===== src/rtl/mem_port_arbiter_pkg.sv =====
// Shared types and default widths for the memory port arbiter.
// The arbiter state encoding lives here so that other blocks can observe it.
package mem_port_arbiter_pkg;

    typedef enum logic [1:0] {
        IDLE      = 2'd0,
        ISSUE     = 2'd1,
        WAIT_RESP = 2'd2
    } arb_state_t;

    localparam int unsigned DEF_ADDR_W = 21;
    localparam int unsigned DEF_DATA_W = 64;
    localparam int unsigned STAT_W     = 32;

endpackage


===== src/rtl/mem_port_arbiter_rr_picker.sv =====
// Round-robin priority picker: the first set request at or after rr_ptr wins,
// wrapping modulo N.
module rr_picker #(
    parameter int unsigned N     = 4,
    parameter int unsigned IDX_W = (N > 1) ? $clog2(N) : 1
) (
    input  logic [N-1:0]     req,
    input  logic [IDX_W-1:0] rr_ptr,
    output logic [N-1:0]     grant,
    output logic [IDX_W-1:0] grant_idx,
    output logic             any
);

    int unsigned      pos;
    logic [IDX_W-1:0] pos_idx;

    always_comb begin
        grant     = '0;
        grant_idx = '0;
        any       = 1'b0;
        pos       = 0;
        pos_idx   = '0;
        for (int unsigned k = 0; k < N; k++) begin
            pos     = (32'(rr_ptr) + k) % N;
            pos_idx = IDX_W'(pos);
            if (!any && req[pos_idx]) begin
                any            = 1'b1;
                grant[pos_idx] = 1'b1;
                grant_idx      = pos_idx;
            end
        end
    end

endmodule


===== src/rtl/mem_port_arbiter.sv =====
// Round-robin arbiter of NUM_PORTS client ports onto one memory port, one
// transaction outstanding. Optional per-port statistics with MEM_ARB_STATS_EN.
module mem_port_arbiter
    import mem_port_arbiter_pkg::*;
#(
    parameter int unsigned NUM_PORTS = 4,
    parameter int unsigned ADDR_W    = DEF_ADDR_W,
    parameter int unsigned DATA_W    = DEF_DATA_W
) (
    input  logic                          clk,
    input  logic                          reset,
    input  logic [NUM_PORTS-1:0]          req_valid,
    input  logic [NUM_PORTS-1:0]          req_write,
    input  logic [NUM_PORTS*ADDR_W-1:0]   req_addr,
    input  logic [NUM_PORTS*DATA_W-1:0]   req_wdata,
    output logic [NUM_PORTS-1:0]          req_ready,
    output logic [NUM_PORTS-1:0]          resp_valid,
    output logic [DATA_W-1:0]             resp_rdata,
    output logic                          mem_req_valid,
    output logic                          mem_req_write,
    output logic [ADDR_W-1:0]             mem_req_addr,
    output logic [DATA_W-1:0]             mem_req_wdata,
    input  logic                          mem_req_ready,
    input  logic                          mem_resp_valid,
    input  logic [DATA_W-1:0]             mem_resp_rdata
`ifdef MEM_ARB_STATS_EN
    ,
    output logic [NUM_PORTS*STAT_W-1:0]   stat_grants,
    output logic [NUM_PORTS*STAT_W-1:0]   stat_waits
`endif
);

    localparam int unsigned IDX_W = (NUM_PORTS > 1) ? $clog2(NUM_PORTS) : 1;

    arb_state_t             state;
    logic [IDX_W-1:0]       rr_ptr;
    logic [NUM_PORTS-1:0]   pick_oh;
    logic [IDX_W-1:0]       pick_idx;
    logic                   pick_any;
    logic [NUM_PORTS-1:0]   lat_grant_oh;
    logic [IDX_W-1:0]       lat_grant_idx;
    logic                   lat_write;
    logic [ADDR_W-1:0]      lat_addr;
    logic [DATA_W-1:0]      lat_wdata;

    rr_picker #(
        .N     (NUM_PORTS),
        .IDX_W (IDX_W)
    ) u_picker (
        .req       (req_valid),
        .rr_ptr    (rr_ptr),
        .grant     (pick_oh),
        .grant_idx (pick_idx),
        .any       (pick_any)
    );

    // Acceptance is combinational so a client sees req_ready in the same IDLE cycle.
    assign req_ready     = (state == IDLE && !reset) ? pick_oh : '0;
    assign mem_req_write = lat_write;
    assign mem_req_addr  = lat_addr;
    assign mem_req_wdata = lat_wdata;

    always_ff @(posedge clk) begin
        if (reset) begin
            state         <= IDLE;
            rr_ptr        <= '0;
            mem_req_valid <= 1'b0;
            resp_valid    <= '0;
            resp_rdata    <= '0;
            lat_grant_oh  <= '0;
            lat_grant_idx <= '0;
            lat_write     <= 1'b0;
            lat_addr      <= '0;
            lat_wdata     <= '0;
        end else begin
            resp_valid <= '0;
            case (state)
                IDLE: begin
                    if (pick_any) begin
                        lat_grant_oh  <= pick_oh;
                        lat_grant_idx <= pick_idx;
                        lat_write     <= req_write[pick_idx];
                        lat_addr      <= req_addr[pick_idx*ADDR_W +: ADDR_W];
                        lat_wdata     <= req_wdata[pick_idx*DATA_W +: DATA_W];
                        mem_req_valid <= 1'b1;
                        state         <= ISSUE;
                    end
                end
                ISSUE: begin
                    if (mem_req_ready) begin
                        mem_req_valid <= 1'b0;
                        state         <= WAIT_RESP;
                    end
                end
                WAIT_RESP: begin
                    if (mem_resp_valid) begin
                        resp_rdata <= mem_resp_rdata;
                        resp_valid <= lat_grant_oh;
                        rr_ptr     <= (lat_grant_idx == IDX_W'(NUM_PORTS - 1)) ? '0
                                                                               : lat_grant_idx + 1'b1;
                        state      <= IDLE;
                    end
                end
                default: state <= IDLE;
            endcase
        end
    end

`ifdef MEM_ARB_STATS_EN
    logic [STAT_W-1:0] grant_cnt [NUM_PORTS];
    logic [STAT_W-1:0] wait_cnt  [NUM_PORTS];

    always_ff @(posedge clk) begin
        if (reset) begin
            for (int unsigned i = 0; i < NUM_PORTS; i++) begin
                grant_cnt[i] <= '0;
                wait_cnt[i]  <= '0;
            end
        end else begin
            for (int unsigned i = 0; i < NUM_PORTS; i++) begin
                if (req_ready[i] && grant_cnt[i] != '1)
                    grant_cnt[i] <= grant_cnt[i] + 1'b1;
                if (req_valid[i] && !req_ready[i] && wait_cnt[i] != '1)
                    wait_cnt[i] <= wait_cnt[i] + 1'b1;
            end
        end
    end

    for (genvar g = 0; g < NUM_PORTS; g++) begin : g_stat_out
        assign stat_grants[g*STAT_W +: STAT_W] = grant_cnt[g];
        assign stat_waits[g*STAT_W +: STAT_W]  = wait_cnt[g];
    end
`endif

endmodule


===== config.mk =====
export PLATFORM = sky130hd
export DESIGN_NAME = mem_port_arbiter
export DESIGN_NICKNAME = d
export VERILOG_FILES = /design/src/rtl/mem_port_arbiter_pkg.sv /design/src/rtl/mem_port_arbiter_rr_picker.sv /design/src/rtl/mem_port_arbiter.sv
export SDC_FILE = /design/constraint.sdc
export NUM_CORES = 1
export LEC_CHECK = 0
export CORE_AREA = 10 10 217 219
export DETAILED_ROUTE_END_ITERATION = 8
export DIE_AREA = 0 0 227 229
export PLACE_DENSITY = 0.52
export SETUP_SLACK_MARGIN = 0.2
export SLEW_MARGIN = 20
export SYNTH_ARGS = -nofsm -noshare
export SYNTH_HDL_FRONTEND = slang
export SYNTH_HIERARCHICAL = 1
export SYNTH_SLANG_ARGS = --single-unit
export TNS_END_PERCENT = 50

===== constraint.sdc =====
create_clock -name clk -period 5.25 [get_ports clk]
set_input_delay 1.05 -clock clk [delete_from_list [all_inputs] [get_ports clk]]
set_output_delay 1.05 -clock clk [all_outputs]
set_load 0.05 [all_outputs]

======== Word level (Yosys, flattened, before mapping) ========
Index checks and enable logic that the tools add are counted.
operators by class
  add/sub/neg operators ................... 4
  $mul .................................... 1
  order comparisons ....................... 9
  eq/ne operators ......................... 6
  shift operators ......................... 2
  mux-type cells .......................... 39
  bitwise logic cells ..................... 5
  reductions and logical operators ........ 19
operators with widths
  operator                                                    count
  indexed part select 256 x 9 -> 64 bit                       1
  indexed part select 84 x 8 -> 21 bit                        1
  2-to-1 mux 4 bit                                            5
  2-to-1 mux 2 bit                                            8
  less-than comparator 2 x 3 -> 1 bit, second input constant  5
  2-to-1 mux 1 bit                                            15
  OR 4 bit                                                    3
  binary-select mux 1 bit (select 2 bit)                      5
  demux 1 bit (select 2 bit)                                  4
  >= comparator 2 x 1 -> 1 bit, second input constant         4
  logical AND 1 bit                                           8
  multiplier 2 x 5 -> 7 bit, second input constant            1
  != test 2 bit, second input constant                        3
  case mux 2 bit (3 select lines)                             1
  AND reduction 3 bit                                         2
  adder 2 x 1 -> 2 bit, second input constant                 2
  adder 2 bit, second input constant                          2
  equality test 2 bit, second input constant                  2
  logical NOT 1 bit                                           4
  AND reduction 2 bit                                         2
  OR reduction 3 bit                                          1
  equality test 2 x 1 -> 1 bit, second input constant         1
  logical NOT 2 bit                                           1
  NOT 1 bit                                                   2
  2 further kinds                                             2
word-level totals
  flip-flop bits (word level) ............. 165
  input bits .............................. 416
  output and inout bits ................... 159
  word-level logic and storage cells ...... 95

======== Logic depth before layout (Yosys ltp) ========
  depth in word-level cells ............... 14
  gate-level depth with buffers ........... 13
  mapped depth without buffers ............ 8

======== By module ========
The synthesis kept the hierarchy.
by module, submodules not included
  module            times used  cells an instance  area each (um^2)  sequential area each (um^2)
  mem_port_arbiter  1           638                7455.9            3303.2
  rr_picker         1           45                 421.7             0.0

======== Least setup slack after synthesis ========
OpenSTA, ideal clock, no wires.
  kind .................................... input -> output
  from .................................... input req_valid[2]
  to ...................................... output req_ready[0]
  arrival ................................. 2.621 ns
  data required time ...................... 4.200 ns
  setup slack ............................. 1.579 ns
  cell stages on the path ................. 6
  path buffers ............................ 1
  cell sequence ........................... mux4_2 buf_6 nor4b_4 a22oi_1 o21ai_0 and2_1
on the way
  cells in the longest elaborated chain, start to end .. 13
  elaborated cells on any way between the ends .. 25
  those cells by class .................... 16 x mux; 3 x bitwise; 6 x reduce/logical
ends and longest elaborated chain
  item                                    line                              text
  start, declared                         mem_port_arbiter.sv:12            input logic [NUM_PORTS-1:0] req_valid,
  binary-select mux 1 bit (select 2 bit)  mem_port_arbiter_rr_picker.sv:26  if (!any && req[pos_idx]) begin
  2-to-1 mux 1 bit (not written as such)  mem_port_arbiter_rr_picker.sv:26
  2-to-1 mux 1 bit                        mem_port_arbiter_rr_picker.sv:26
  logical NOT 1 bit                       mem_port_arbiter_rr_picker.sv:26
  logical AND 1 bit                       mem_port_arbiter_rr_picker.sv:26
  2-to-1 mux 1 bit                        mem_port_arbiter_rr_picker.sv:26
  logical NOT 1 bit                       mem_port_arbiter_rr_picker.sv:26
  logical AND 1 bit                       mem_port_arbiter_rr_picker.sv:26
  2-to-1 mux 1 bit                        mem_port_arbiter_rr_picker.sv:26
  logical NOT 1 bit                       mem_port_arbiter_rr_picker.sv:26
  logical AND 1 bit                       mem_port_arbiter_rr_picker.sv:26
  2-to-1 mux 4 bit *                      mem_port_arbiter_rr_picker.sv:26
  named net pick_oh[0]                    mem_port_arbiter.sv:37            logic [NUM_PORTS-1:0] pick_oh;
  2-to-1 mux 4 bit *                      mem_port_arbiter.sv:58            assign req_ready = (state == IDLE && !reset) ? pick_oh : '0;
  end, declared                           mem_port_arbiter.sv:16            output logic [NUM_PORTS-1:0] req_ready,
The timed path passes the listed nets; every way through them passes the cells marked *. The select of a mux whose other input is x is not followed.

======== Final worst setup path ========
  from .................................... register rr_ptr[0]
  to ...................................... output req_ready[2]
on the way
  cells in the longest elaborated chain, start to end .. 13
  elaborated cells on any way between the ends .. 48
  those cells by class .................... 3 x add/sub; 8 x order compare; 24 x mux; 3 x bitwise; 10 x reduce/logical
ends and longest elaborated chain
  item                                                                          line                              text
  start, declared                                                               mem_port_arbiter.sv:36            logic [IDX_W-1:0] rr_ptr;
  start signal, assigned                                                        mem_port_arbiter.sv:99            rr_ptr <= (lat_grant_idx == IDX_W'(NUM_PORTS - 1)) ? '0
  branches (longest 11 deep; another with less-than comparator 2 x 3 -> 1 bit)  --
  2-to-1 mux 4 bit *                                                            mem_port_arbiter_rr_picker.sv:26
  named net pick_oh[2]                                                          mem_port_arbiter.sv:37
  2-to-1 mux 4 bit *                                                            mem_port_arbiter.sv:58
Mark *: on every way through the listed nets, which the timed path passes. The select of a mux whose other input is x is not followed.

==> results.cfg <==
[placement]
dpl_cell_area_sq_mm = 0.0141
hpwl_um = 35100
port_buffers = 574
gp_congestion = 0.848

[drt]
drt_pass1_iterations = 5
drt-total-wl_um = 44300
wl_per_cell_um = 24.8
ant_nets = 0
routed_via_density = 4.47
initialDrtViolationCount = 459
drc = 0
num_vias = 7975

[synth]
syn_area_sq_mm = 0.00788
synth.area.top_cells = dfxtp_1, mux4_2, a22o_1, nand2_1, a21oi_1
synth.distinct_cells = 40
syn_inst = 683
yosys.area_share.simple = 0.0923
synth_top_family_by_area = multiplexers
yosysWarnings = 6
synthAdderAreaFrac = 0.00953
synth_top_area_frac = 0.419
async_flop_share = 0
synth_xor_xnor_area_share = 0
synth_edf_count = 0
synthMuxAreaShare = 0.270
synth_compound_area_frac = 0.157
avgSynthCellArea_sq_um = 11.5
synth_top_flop_cell = dfxtp_1
synth_top_area_cell = dfxtp_1
synth-seq-area-share = 0.419
ys_seq_elements = 165
synth_nets = 1105

[timing]
finalHoldViolCount = 0
slew_headroom = 0.386
setup_viol = 0
fin_skew_ns = 0.0186
min_period_over_period = 0.844
min_period_ns = 4.43
worst_pin_slew_ns = 0.921
rsz0062_at_grt = no
fin_setup_tns_ns = 0
maxSlewViolCount = 0
fmax_ghz = 0.226

[global_route]
grt_pass1_wl_um = 61400
grt_use_total = 0.165
grt_pass1_vias = 8164
grt_overflow_total = 0
grt_max_degree = 81
antenna_found_initial = 15

[min_path]
worstHoldPathType = reg -> reg

[power]
ir_worst_vdd_uv = 184
p_per_area_mw_per_mm2 = 277
p_leak_nw = 5.11

[clock_tree]
clk_pin_slew_worst_paths_ns = 0.08
cts_hold_buf = 0
cts_tree = yes
clockRootBuffer = clkbuf_16
clk_latency_ns = 0.50
cts.sinks = 165
cts.path.max_buffers = 2
htree_levels = 4
postCtsSetupRepairBufs = 0
numCtsBuffers = 17
cts_resized = 0

[die]
dieArea_sq_mm = 0.0520
die_width_um = 227
start_util = 0.185
core_area_sq_mm = 0.0427
fp-row-count = 76
fp.dieH_um = 229
io-pin-count = 575

[run]
maxCapViolations = 0

[layout]
post_route_cells_drive_above_1_share = 0.119
nets = 1641
final_cell_mix = clkdlybuf4s50_1, dfxtp_1, nand2_1, mux4_2, a22o_1
fillers = 4250
syn_to_final_growth_pct = 86.1
finalInstanceArea_sq_mm = 0.0147
final_common_cell = clkdlybuf4s50_1

[setup_path]
reg2reg_slack_ns = 1.38
arrival_ns = 3.38
critPathKind = reg -> out
worstPathMaxFanout = 14
worstPathRequired_ns = 4.20
crit_path_start_kind = flip-flop
critPathCaptureType = primary output

[status]
outcome = finished, final reports clean
## cells in the mapped netlist (3+ instances only)
cell type and instances:
buf_1 3, mux4_2 88, dfxtp_1 165, buf_4 6, a22o_1 86, mux2i_1 8
buf_2 23, a21oi_1 68, ha_1 6, buf_6 7, nor3b_1 4, o21ai_0 6
nand2_1 131, inv_1 4, nor2_1 12, clkbuf_1 26, a22oi_1 8, and2_1 5
## logic make-up after synthesis
group / count (synthesis)
DFF: 165
adders and majority gates: 6
muxes: 99
AOI/OAI and AO/OA: 174
buffers and inverters: 72
and+or+nand+nor: 167
## registers in the layout, indices dropped and copies added (netlist names)
| name | flops |
|---|---|
| resp_valid | 4 |
| resp_rdata | 64 |
| rr_ptr | 2 |
| mem_req_valid | 1 |
| lat_grant_oh | 4 |
| mem_req_write | 1 |
| mem_req_wdata | 64 |
| mem_req_addr | 21 |
| lat_grant_idx | 2 |
| state | 2 |
## critical path: stages, from the launching register on
cell and delay (ns):
dfxtp_1 0.75, inv_1 0.15, ha_1 0.40, mux4_2 0.45
and2b_2 0.31, a22oi_1 0.07, o21ai_0 0.35, and2_1 0.20
buf_4 0.21
## metrics by stage
step / power (mW) / std cells / hold slack (ns) / util / worst slack (ns)
after floorplan: 2.19 / 683 / 0.452 / - / 1.58
after CTS: 4.14 / 1778 / 0.457 / 0.343 / 0.759
after detailed placement: 2.81 / 1746 / 0.446 / 0.330 / 0.741
after global placement: 2.80 / 1746 / 0.441 / 0.330 / 0.726
after global routing: 4.25 / 1782 / 0.470 / 0.343 / 0.600
final: 4.06 / 1784 / 0.455 / 0.343 / 0.818
## path summary, 6_finish.rpt
check | from | endpoint | cells past startpoint
worst min register to register | resp_rdata[11]$_SDFFE_PP0P_ | resp_rdata[11]$_SDFFE_PP0P_ | 2
worst max-delay path | rr_ptr[0]$_SDFFE_PP0P_ | req_ready[2] | 8
worst max register to register | rr_ptr[0]$_SDFFE_PP0P_ | mem_req_wdata[55]$_SDFFE_PP0P_ | 9
worst min-delay path | resp_rdata[11]$_SDFFE_PP0P_ | resp_rdata[11]$_SDFFE_PP0P_ | 2
## layout make-up
type                            count  area (sq um)  area share
Antenna cell                        6          15.0     0.00102
Clock buffer                       17           425      0.0290
Clock inverter                     15           150      0.0102
Inverter                            4          15.0     0.00102
Multi-Input combinational cell    446          4200       0.286
Sequential cell                   165          3300       0.225
Tap cell                          546           683      0.0466
Timing Repair Buffer              585          5880       0.401
## where the power goes
group	internal, mW	switching, mW
sequential	1.35	0.0580
combinational	0.681	0.677
clock	0.635	0.660
## routing by layer
| metal | GRT usage | routed length [um] | vias to the layer above |
|---|---|---|---|
| li1 | - | - | 3667 |
| met1 | 0.174 | 16200 | 3873 |
| met2 | 0.285 | 22600 | 378 |
| met3 | 0.0748 | 4790 | 45 |
| met4 | 0.0569 | 648 | 12 |
| met5 | 0 | 73 | - |
Power figures use the tool's default switching activity.
==> RTL edit, RTL diff (same settings) <==
Change the package constant `DEF_DATA_W` from 64 to 60.
--- a/src/rtl/mem_port_arbiter_pkg.sv
+++ b/src/rtl/mem_port_arbiter_pkg.sv
@@ -9,7 +9,7 @@
     } arb_state_t;
 
     localparam int unsigned DEF_ADDR_W = 21;
-    localparam int unsigned DEF_DATA_W = 64;
+    localparam int unsigned DEF_DATA_W = 60;
     localparam int unsigned STAT_W     = 32;
 
 endpackage
Interface: changed (resized mem_req_wdata, mem_resp_rdata, req_wdata and resp_rdata); port bits go from 575 to 547. The function was not compared with the original's and may differ.
==> RTL edit against the original RTL <==
Utilization decreased by 1.4 points; area after synthesis is 3.8% lower; global-route usage decreased by 1.5 points; wire length shrank 9.2%; via count is 4.1% lower; sequential cell count fell by 8; maximum frequency grew 1.8%; sequential share of layout area down 0.20 points; total power shrank 4.6%; setup slack gained 0.080 ns; final area down 4.0%; critical path type is now input pin to primary output; critical endpoint is now req_ready[3]; largest cell class unchanged.
==> RTL edit: results (changes against the original RTL) <==
outcome=complete, no violations; Final nets=1566 (-4.6%); Via Count=7645 (-4.1%); first-pass GRT wire length=56700 um (-7.6%); Unique masters post-synth=38 (-5.0%); CP delay by family, top=buffers and inverters; gr usage total=0.149 (-0.0154); WL/cell=23.2 um (-6.7%); critical path's largest stage delay=0.66 ns (-0.09 ns); metal3 WL=4660 um (-2.7%); Placed Area=13400 sq um (-4.5%); initial antenna violation count=21 (+6); vias in the first global route=7981 (-2.2%); cell count after synthesis=650 (-4.8%); Clock Pin Slew Worst Setup and Hold Paths=0.06 ns (-0.02 ns); met1 wire length=14500 um (-11%); Detail Route met2 WL=20200 um (-11%); CP Max Fanout=13 (-1); layout cell share with drive strength beyond 1=0.119 (+0.000440); Sw Pwr=1.23 mW (-12%); Pre-Repair DR Iteration Count=4 (-1); Port-buffer cells=546 (-4.9%); Rel. slew slack=0.402 (+0.0158); Post-DP HPWL=31800 um (-9.5%); Clock net power=1.25 mW (-4%); Leakage=4.89 nW (-4.3%); most frequent cells after synthesis=dfxtp_1 (157), nand2_1 (123), mux4_2 (84); largest net degree at the start of global routing=83 (+2.5%); non-filler cells, final=1737 (-2.6%); pre-CTS setup slack=0.895 ns (+0.154 ns); VDD IR-drop max=0.347 mV (+89%); Worst-Skew Late Latency=0.45 ns (-0.05 ns); register share of total power=0.346 (about the same); CP max-delay cell=mux4_2; sequential area share after synthesis=0.415 (-0.00438); Fin Clk Skew=0.00991 ns (-0.00865 ns); drt first-iter violations=330 (-28%); syn nets=1052 (-4.8%); crit path DAT=3.30 ns (-0.08 ns); GPL Wtd Cong=0.808 (-4.8%); Root Driver=clkbuf_16; pwr dens=275 nW/um^2 (-0.70%); Area contributors post-synth=dfxtp_1 (41%), mux4_2 (25%), a22o_1 (9.5%)
==> RTL edit: cell count changes after synthesis, sizes merged <==
cell    change
clkbuf     -14
buf         +9
dfxtp       -8
nand2       -8
a21oi       -4
a22o        -4
mux4        -4
==> RTL edit: logic make-up after synthesis <==
| group | count (synthesis) | share of synthesized area |
|---|---|---|
| compound gates | 166 | 0.156 |
| simple gates | 159 | 0.0927 |
| flops | 157 | 0.415 |
| mux | 95 | 0.269 |
| buf+inv | 67 | 0.0581 |
| fa+ha+maj | 6 | 0.00991 |
==> RTL edit: per-layer routing <==
| layer | vias up | global-route usage |
|---|---|---|
| met4 | 10 | 0.0554 |
| met2 | 366 | 0.256 |
| li1 | 3511 | - |
| met3 | 48 | 0.0736 |
| met1 | 3710 | 0.154 |
| met5 | - | 0 |
==> RTL edit: area by class of cell <==
| class | count | area [sq um] |
|---|---|---|
| Antenna cell | 14 | 35.0 |
| Clock buffer | 24 | 492 |
| Clock inverter | 8 | 81.3 |
| Fill cell | 4357 | 28600 |
| Inverter | 4 | 15.0 |
| Multi-Input combinational cell | 426 | 4020 |
| Sequential cell | 157 | 3140 |
| Tap cell | 546 | 683 |
| Timing Repair Buffer | 558 | 5610 |
==> RTL edit: path summary, 6_finish.rpt <==
kind / startpoint / end / slack (ns) / cells after the start
worst max-delay path: req_valid[3] / req_ready[3] / 0.90 / 7
worst min-delay path: resp_rdata[20] / resp_rdata[20] / 0.45 / 2
worst max register to register: rr_ptr[0] / mem_req_addr[10] / 1.39 / 8
worst min register to register: resp_rdata[20] / resp_rdata[20] / 0.45 / 2
==> RTL edit: tightest hold or removal path, cell delays in order (launching register included) <==
cell,delay [ns]
dfxtp_1,0.31
nand2_1,0.05
a21oi_1,0.05
